## src/rtl/rd_req_dispatcher.sv

```systemverilog
// rd_req_dispatcher: captures a READ request and writes it into the
// target read-request FIFO chosen by the top address bits.
//
// Ports:
//   aclk, areset   clock, asynchronous active-high reset
//   req, addr, cmd requester level request, address, 0=READ/1=write
//   ack, err       one-cycle pulses: written / dropped on timeout
//   busy           request in flight (settle or write phase)
//   rd_addr        captured address presented to the FIFOs
//   rd_wren        one-hot FIFO write enable
//   rd_fifo_full   per-target FIFO full flags
module rd_req_dispatcher #(
   parameter int AWIDTH    = 32,
   parameter int NUM_TGT   = 2,
   parameter int DELAY_MAX = 3,
   parameter int TIMEOUT   = 255
) (
   input  logic               aclk,
   input  logic               areset,
   input  logic               req,
   input  logic [AWIDTH-1:0]  addr,
   input  logic               cmd,
   output logic               ack,
   output logic               err,
   output logic               busy,
   output logic [AWIDTH-1:0]  rd_addr,
   output logic [NUM_TGT-1:0] rd_wren,
   input  logic [NUM_TGT-1:0] rd_fifo_full
);

   localparam int TSEL = $clog2(NUM_TGT);
   localparam int DW   = $clog2(DELAY_MAX + 1);
   localparam int WW   = (TIMEOUT > 0) ? $clog2(TIMEOUT + 1) : 1;

   localparam logic [DW-1:0] DLY_END = DW'(DELAY_MAX);
   localparam logic [DW-1:0] DLY_INC = DW'(1);
   localparam logic [WW-1:0] WT_END  = WW'(TIMEOUT);
   localparam logic [WW-1:0] WT_INC  = WW'(1);

   typedef enum logic [2:0] {
      IDLE,
      WAIT_REQ_HIGH,
      WAIT_FIFO_STATUS,
      WRITE_REQ,
      WAIT_REQ_LOW
   } state_t;

   state_t              state_q, state_d;
   logic                armed_q;
   logic [DW-1:0]       dly_q, dly_d;
   logic [WW-1:0]       wait_q, wait_d;
   logic [NUM_TGT-1:0]  full_q;
   logic [TSEL-1:0]     tgt_q;
   logic                load;
   logic                full_sel;
   logic [NUM_TGT-1:0]  wren_d;
   logic                ack_d;
   logic                err_d;

   assign full_sel = full_q[tgt_q];
   assign busy     = (state_q == WAIT_FIFO_STATUS) ||
                     (state_q == WRITE_REQ);

   always_comb begin
      state_d = state_q;
      dly_d   = '0;
      wait_d  = '0;
      wren_d  = '0;
      ack_d   = 1'b0;
      err_d   = 1'b0;
      load    = 1'b0;
      unique case (state_q)
         // armed_q holds IDLE for one extra edge after reset release
         IDLE: begin
            if (armed_q)
               state_d = WAIT_REQ_HIGH;
         end
         WAIT_REQ_HIGH: begin
            load = 1'b1;
            if (req && !cmd)
               state_d = WAIT_FIFO_STATUS;
         end
         WAIT_FIFO_STATUS: begin
            if (dly_q == DLY_END)
               state_d = WRITE_REQ;
            else
               dly_d = dly_q + DLY_INC;
         end
         // a free FIFO wins over an expiring timeout
         WRITE_REQ: begin
            if (!full_sel) begin
               state_d        = WAIT_REQ_LOW;
               wren_d[tgt_q]  = 1'b1;
               ack_d          = 1'b1;
            end else if (TIMEOUT != 0 && wait_q == WT_END) begin
               state_d = WAIT_REQ_LOW;
               err_d   = 1'b1;
            end else begin
               wait_d = wait_q + WT_INC;
            end
         end
         WAIT_REQ_LOW: begin
            if (!req)
               state_d = WAIT_REQ_HIGH;
         end
         default: state_d = IDLE;
      endcase
   end

   always_ff @(posedge aclk or posedge areset) begin
      if (areset) begin
         state_q <= IDLE;
         armed_q <= 1'b0;
         dly_q   <= '0;
         wait_q  <= '0;
         full_q  <= '0;
         tgt_q   <= '0;
         rd_addr <= '0;
         rd_wren <= '0;
         ack     <= 1'b0;
         err     <= 1'b0;
      end else begin
         state_q <= state_d;
         armed_q <= 1'b1;
         dly_q   <= dly_d;
         wait_q  <= wait_d;
         full_q  <= rd_fifo_full;
         if (load) begin
            rd_addr <= addr;
            tgt_q   <= addr[AWIDTH-1 -: TSEL];
         end
         rd_wren <= wren_d;
         ack     <= ack_d;
         err     <= err_d;
      end
   end

endmodule

```

## config.mk

```make
export PLATFORM = sky130hd
export DESIGN_NAME = rd_req_dispatcher
export DESIGN_NICKNAME = d
export VERILOG_FILES = /design/src/rtl/rd_req_dispatcher.sv
export SDC_FILE = /design/constraint.sdc
export NUM_CORES = 1
export LEC_CHECK = 0
export ABC_AREA = 1
export CAP_MARGIN = 10
export CORE_MARGIN = 10
export CORE_UTILIZATION = 25
export DETAILED_ROUTE_END_ITERATION = 12
export PLACE_DENSITY_LB_ADDON = 0.15
export SYNTH_ARGS = -nofsm -noshare
export SYNTH_HDL_FRONTEND = slang
export SYNTH_SLANG_ARGS = --single-unit
```

## constraint.sdc

```tcl
create_clock -name aclk -period 1.8 [get_ports aclk]
set_input_delay 0.18 -clock aclk [delete_from_list [all_inputs] [get_ports aclk]]
set_output_delay 0.18 -clock aclk [all_outputs]
set_load 0.01 [all_outputs]
```

==> results of run 1 <==
## layer usage
| layer | routed length, um | vias up | share of wire |
|---|---|---|---|
| met3 | 601 | 6 | 0.11 |
| met5 | 0 | - | 0 |
| met4 | 61 | 0 | 0.011 |
| met1 | 2501 | 754 | 0.45 |
| met2 | 2347 | 53 | 0.43 |
| li1 | - | 875 | - |
## worst register-to-register path: cells and delay by family, from the launching register on
kind	cells	cell delay, ns
adder cells (fa/ha/maj)	1	0.17
flip-flops	1	0.38
AND/OR/NAND/NOR	7	0.72
## layout make-up
| class | count | area share |
|---|---|---|
| Clock buffer | 5 | 0.02222 |
| Clock inverter | 3 | 0.006061 |
| Inverter | 19 | 0.02303 |
| Multi-Input combinational cell | 159 | 0.2242 |
| Sequential cell | 52 | 0.4202 |
| Tap cell | 105 | 0.04242 |
| Timing Repair Buffer | 80 | 0.2618 |
## power by group through the flow
stage / Combinational, mW / Clock (mW) / Sequential, mW
2_1_floorplan: 1.04 / 0 / 2.02
3_3_place_gp: 2.38 / 0 / 1.86
3_5_place_dp: 2.39 / 0 / 1.86
4_1_cts: 2.39 / 0.705 / 1.86
5_1_grt: 2.64 / 0.752 / 1.92
6_report: 2.34 / 0.672 / 1.85
## cells by family after synthesis
family	Yosys count	synth area share
compound gates	6	0.01481
xor+xnor	1	0.004148
fa+ha+maj	2	0.01185
buf+inv	26	0.05509
flops	52	0.6161
other cells	1	0.001776
simple gates	149	0.2962
## metrics by stage
stage	hold WS [ns]	setup slack, ns
5_1_grt	0.1756	0.03154
2_1_floorplan	0.2114	0.3621
3_5_place_dp	0.4245	0.4129
6_report	0.1549	0.1415
4_1_cts	0.1616	0.05876
3_3_place_gp	0.4225	0.4417
## sequential cells by signal, summed over array words and instances (netlist names)
signal and flops:
err 1, state_q 3, ack 1, wait_q 8, rd_addr 32, dly_q 2
full_q 2, armed_q 1, rd_wren 2
## how the worst max path moves through the flow
stage / startpoint / end / cells after the start / slack (ns)
finish: state_q[2] / busy / 2 / 0.14
global route: state_q[1] / busy / 3 / 0.03
CTS: state_q[1] / busy / 3 / 0.06
detailed placement: state_q[1] / busy / 3 / 0.41
global placement: state_q[1] / busy / 3 / 0.44
floorplan: areset / ack / 1 / 0.36
## placed cells by master (no fill, tap or decap), drive strengths merged
master	Yosys	layout
a21oi	3	3
a31oi	1	1
and3	1	1
buf	7	6
clkbuf	0	5
clkdlybuf4s50	0	74
clkinv	0	3
conb	1	1
dfrtp	52	52
ha	2	2
inv	19	19
nand2	116	116
nand3	9	9
nor2	19	19
nor3	3	3
nor3b	1	1
o21ai	2	2
xnor2	1	1
## repair_timing
item / CTS / global route
resized for setup: 0 / 0
setup buffers: 0 / 1
setup endpoints to repair: 0 / 1
==> flow_summary.json, run 1 <==
{
  "outcome": "finished, final reports clean",
  "synthesis.area_sq_um": 2112,
  "timing_worst_setup_path_type": "reg2out",
  "final_design_area_no_fill_sq_um": 3097,
  "grt_max_degree": 24,
  "yosys_reg_bits": 52,
  "cp-start-kind": "flip-flop",
  "remaining_drc_errors": 0,
  "power.switching_fraction": 0.3821,
  "timing.clock.skew_ns": 0.008068,
  "core_area_sq_um": 8217,
  "netlist_top_cells_area": "dfrtp_1 (62%), nand2_1 (20%), inv_1 (2.8%), nor2_1 (2.8%), nand3_1 (1.4%)",
  "critical-path-max-stage-delay_ns": 0.56,
  "postSynth.asyncResetShare": 1.000,
  "first_pass_iters": 4,
  "die_w_um": 111.9,
  "syn_nets": 277,
  "number_of_enable_flip_flop_cells_after_synthesis": 0,
  "dpl.hpwl_um": 4186,
  "drt-vias-per-instance": 3.991,
  "clock_network_fraction_of_total_power": 0.138,
  "finalNetCount": 357,
  "cts_num_sinks": 52,
  "critical_path.max_fanout": 4,
  "reg2reg_from": "wait_q[0]",
  "cts_max_path_buffers": 2,
  "detailed_route_via_count": 1688,
  "placed_cells": 414,
  "post_synth.cell_area_avg_sq_um": 8.912,
  "finish.utilization": 0.3769,
  "grt_pass1_wl_um": 9321,
  "dieArea_sq_um": 12530,
  "routability_cong": 0.8074,
  "number_of_hold_repair_buffers_added_at_the_cts_stage": 0,
  "grt_setup_unrepaired": "no",
  "max_cap_violations": 0,
  "setup_viol": 0,
  "htree_num_levels": 2,
  "layout_worst_path_cycle_share": 0.9214,
  "clkLatencyLatePin_ns": 0.30,
  "tns_ns": 0,
  "ys.flop_type": "dfrtp_1",
  "use_met2": 0.1313,
  "reg2regPathDepth": 8,
  "achievable-frequency_mhz": 602.9,
  "multi_input_comb_area_sq_um": 694.4,
  "numPortBuffers": 74,
  "synth-seq-area-share": 0.6161,
  "worst_setup_path_end_kind": "output pin",
  "antenna_found_initial": 0,
  "timing.hold.worst.class": "in2async",
  "power.switching_mw": 1.858,
  "timing_max_transition_violations_final": 0,
  "die_h_um": 111.9,
  "yosys_warnings": 0,
  "num-fill-cells": 854,
  "p_leak_nw": 1.506,
  "pwr_density_cell_nw_per_um2": 1570,
  "critPathArrivalTime_ns": 1.48,
  "synth_common_cells": "nand2_1 (115), dfrtp_1 (52), inv_1 (16), nor2_1 (16), nand3_1 (6)",
  "wirelength_um": 5512,
  "synthCells": 237,
  "ctsRootBufferMaster": "clkbuf_8",
  "crit_buf_inv": 1,
  "total_grt_usage": 0.08983,
  "instances_no_fill": 423,
  "power.ir.vdd_worst_mv": 0.6162,
  "comb_power_frac": 0.482,
  "total_power_mw": 4.862,
  "sequential_cell_area_sq_um": 1301,
  "worst_setup_hold_path_clk_slew_ns": 0.10,
  "setup.reg_to_reg.worst_slack_ns": 0.45,
  "slowest_stage": "clkdlybuf4s50_1",
  "placement_rows": 33,
  "r2r_end": "state_q[1]",
  "layout-drive-gt1-share": 0.08805,
  "power.internal_mw": 3.005,
  "worst_path_dominant_cell_family": "buffers and inverters",
  "hold_viol_final": 0,
  "finalWorstPathRequiredPeriod_ns": 1.659,
  "io-pin-count": 75,
  "dr.first_iter.drc_count": 28,
  "required_time_of_the_critical_path_ns": 1.62,
  "number_of_global_route_vias_before_repair": 1869,
  "grt_remaining_overflow": 0,
  "yosysUniqueCellTypes": 22,
  "globalRouteMet3Util": 0.05207,
  "synth_top_area_cell": "dfrtp_1",
  "yosysMostFrequentCell": "nand2_1",
  "floorplan.initialDensity": 0.2570,
  "yosysTopAreaCellShare": 0.6161,
  "route.antenna.remaining_nets": 0,
  "detail_route.wl_per_cell_um": 13.03,
  "dpl_cell_area_sq_um": 3002,
  "gr-usage-met1": 0.1092,
  "n_antenna_cell": 0,
  "synthToLayoutAreaGrowth_pct": 46.62,
  "power.sequential.fraction": 0.380,
  "tritoncts.num_buffers": 5,
  "crit_chain": "nor2_2 > clkdlybuf4s50_1",
  "layer_with_the_highest_usage_after_global_routing": "met2",
  "tritoncts": "yes"
}
Power figures use the tool's default switching activity.
==> inputs of run 2 (changes only) <==
Settings changed: CTS_BUF_LIST from default to sky130_fd_sc_hd__clkbuf_16, GPL_TIMING_DRIVEN from default to 0.
==> run 2 against run 1 <==
Net effect: routed wire length down 2.1%; critical path type unchanged; hold slack better by 0.076 ns; clock skew down 0.0025 ns; largest cell class unchanged.
==> flow_summary.json, run 2 (synthesis gave the netlist of run 1 again) <==
{
  "layout.cells.most_common": "nand2_1",
  "pwr_density_cell_nw_per_um2": 1617,
  "num-fill-cells": 850,
  "layout-drive-gt1-share": 0.08777,
  "grt_pass1_wl_um": 8970,
  "ctsRootBufferMaster": "clkbuf_16",
  "numPortBuffers": 74,
  "die_h_um": 111.9,
  "cp-start-kind": "flip-flop",
  "sequential_cell_area_sq_um": 1301,
  "clkLatencyLatePin_ns": 0.28,
  "outcome": "finished, final reports clean",
  "timing.clock.skew_ns": 0.005548,
  "clock_network_fraction_of_total_power": 0.177,
  "comb_power_frac": 0.459,
  "multi_input_comb_area_sq_um": 694.4,
  "largest_register_ffs": 32,
  "timing_worst_setup_path_type": "reg2out",
  "hold_viol_final": 0,
  "r2r_end": "state_q[1]",
  "power.internal_mw": 3.228,
  "grt_setup_unrepaired": "no",
  "route.antenna.remaining_nets": 0,
  "slowest_stage": "clkdlybuf4s50_1",
  "finalWorstPathRequiredPeriod_ns": 1.677,
  "n_antenna_cell": 0,
  "io-pin-count": 75,
  "p_leak_nw": 1.531,
  "final_design_area_no_fill_sq_um": 3138,
  "achievable-frequency_mhz": 596.1,
  "tns_ns": 0,
  "floorplan.initialDensity": 0.2570,
  "wirelength_um": 5397,
  "grt_max_degree": 32,
  "final_cell_mix": "nand2_1 (115), clkdlybuf4s50_1 (74), dfrtp_1 (52), inv_1 (16), nor2_1 (16)",
  "power.ir.vdd_worst_mv": 0.6814,
  "post-route-worst-setup-slack_ns": 0.1225,
  "power.switching_fraction": 0.3639,
  "htree_num_levels": 2,
  "finish.utilization": 0.3819,
  "critPathArrivalTime_ns": 1.50,
  "worst_setup_path_end_kind": "output pin",
  "dr.first_iter.drc_count": 28,
  "grt_remaining_overflow": 0,
  "core_area_sq_um": 8217,
  "dieArea_sq_um": 12530,
  "remaining_drc_errors": 0,
  "required_time_of_the_critical_path_ns": 1.62,
  "drt-vias-per-instance": 4.005,
  "critical_path.max_fanout": 4,
  "die_w_um": 111.9,
  "setup_viol": 0,
  "synthToLayoutAreaGrowth_pct": 48.58,
  "max_cap_violations": 0,
  "number_of_hold_repair_buffers_added_at_the_cts_stage": 0,
  "crit_buf_inv": 2,
  "dpl.hpwl_um": 4141,
  "first_pass_iters": 4,
  "resize_count_post_cts": 0,
  "critical-path-max-stage-delay_ns": 0.57,
  "post_cts_buffers": 0,
  "detail_route.wl_per_cell_um": 12.73,
  "fin_hold_ws_ns": 0.2311,
  "dp_slack_ns": 0.4254,
  "worst_setup_hold_path_clk_slew_ns": 0.07,
  "tritoncts.num_buffers": 5,
  "registers.top_by_ff_count": "rd_addr",
  "power.sequential.fraction": 0.364,
  "power.switching_mw": 1.847,
  "number_of_global_route_vias_before_repair": 1817,
  "finalNetCount": 359,
  "cts_num_sinks": 52,
  "timing.hold.worst.class": "in2async",
  "cts_max_path_buffers": 2,
  "total_grt_usage": 0.08633,
  "detailed_route_via_count": 1698,
  "reg2reg_from": "wait_q[0]",
  "routability_cong": 0.7413,
  "reg2regPathDepth": 8,
  "placement_rows": 33,
  "crit_chain": "inv_1 > nor2_2 > clkdlybuf4s50_1",
  "setup.reg_to_reg.worst_slack_ns": 0.45,
  "layout_worst_path_cycle_share": 0.9319,
  "antenna_found_initial": 0,
  "worst_path_dominant_cell_family": "buffers and inverters",
  "top_regs": "rd_addr: 32 flops, wait_q: 8 flops, state_q: 3 flops",
  "tritoncts": "yes",
  "dpl_cell_area_sq_um": 3004,
  "timing_max_transition_violations_final": 0
}
run 2: cell types whose count changed in the layout (fill, tap and decap cells not counted):
cell	previous run	this run
clkinv_4	1	0
clkbuf_8	5	0
buf_2	0	3
inv_1	15	16
buf_12	2	1
clkinv_2	2	1
clkbuf_16	0	5
run 2: worst reg2reg max path, delay by kind of cell (launching register included):
kind | cells | cell delay, ns
AND/OR/NAND/NOR | 7 | 0.72
adder cells (fa/ha/maj) | 1 | 0.17
flip-flops | 1 | 0.37
run 2: worst max path at each step:
stage | from | endpoint | slack [ns] | cells after the start
floorplan | areset | ack | 0.36 | 1
global placement | areset | dly_q[0] | -0.81 | 2
detailed placement | state_q[1] | busy | 0.43 | 3
CTS | state_q[1] | busy | 0.11 | 3
global route | state_q[1] | busy | 0.02 | 3
finish | state_q[1] | busy | 0.12 | 3
run 2: power by group through the flow:
stage	combinational (mW)	clock [mW]	sequential, mW
2_1_floorplan	1.04	0	2.02
3_3_place_gp	2.38	0	1.86
3_5_place_dp	2.39	0	1.86
4_1_cts	2.40	0.931	1.85
5_1_grt	2.65	0.976	1.90
6_report	2.33	0.900	1.85
run 2: layer usage:
layer,part of all wire,GRT usage
met2,0.42,0.1274
met3,0.12,0.05797
met1,0.45,0.09987
met4,0.011,0.02314
met5,0,0
run 2: stage by stage:
step / std cells / power [mW]
4_1_cts: 424 / 5.185
3_3_place_gp: 416 / 4.231
5_1_grt: 424 / 5.531
3_5_place_dp: 417 / 4.256
2_1_floorplan: 237 / 3.055
6_report: 424 / 5.075
run 2: area by class of cell:
| type | instances | area share |
|---|---|---|
| tap | 105 | 0.04187 |
| sequential | 52 | 0.4147 |
| inverter | 19 | 0.02273 |
| clock buffer | 5 | 0.03987 |
| clock inverter | 2 | 0.002791 |
| timing repair buffer | 75 | 0.2424 |
| buffer | 7 | 0.01435 |
| multi-input combinational | 159 | 0.2213 |
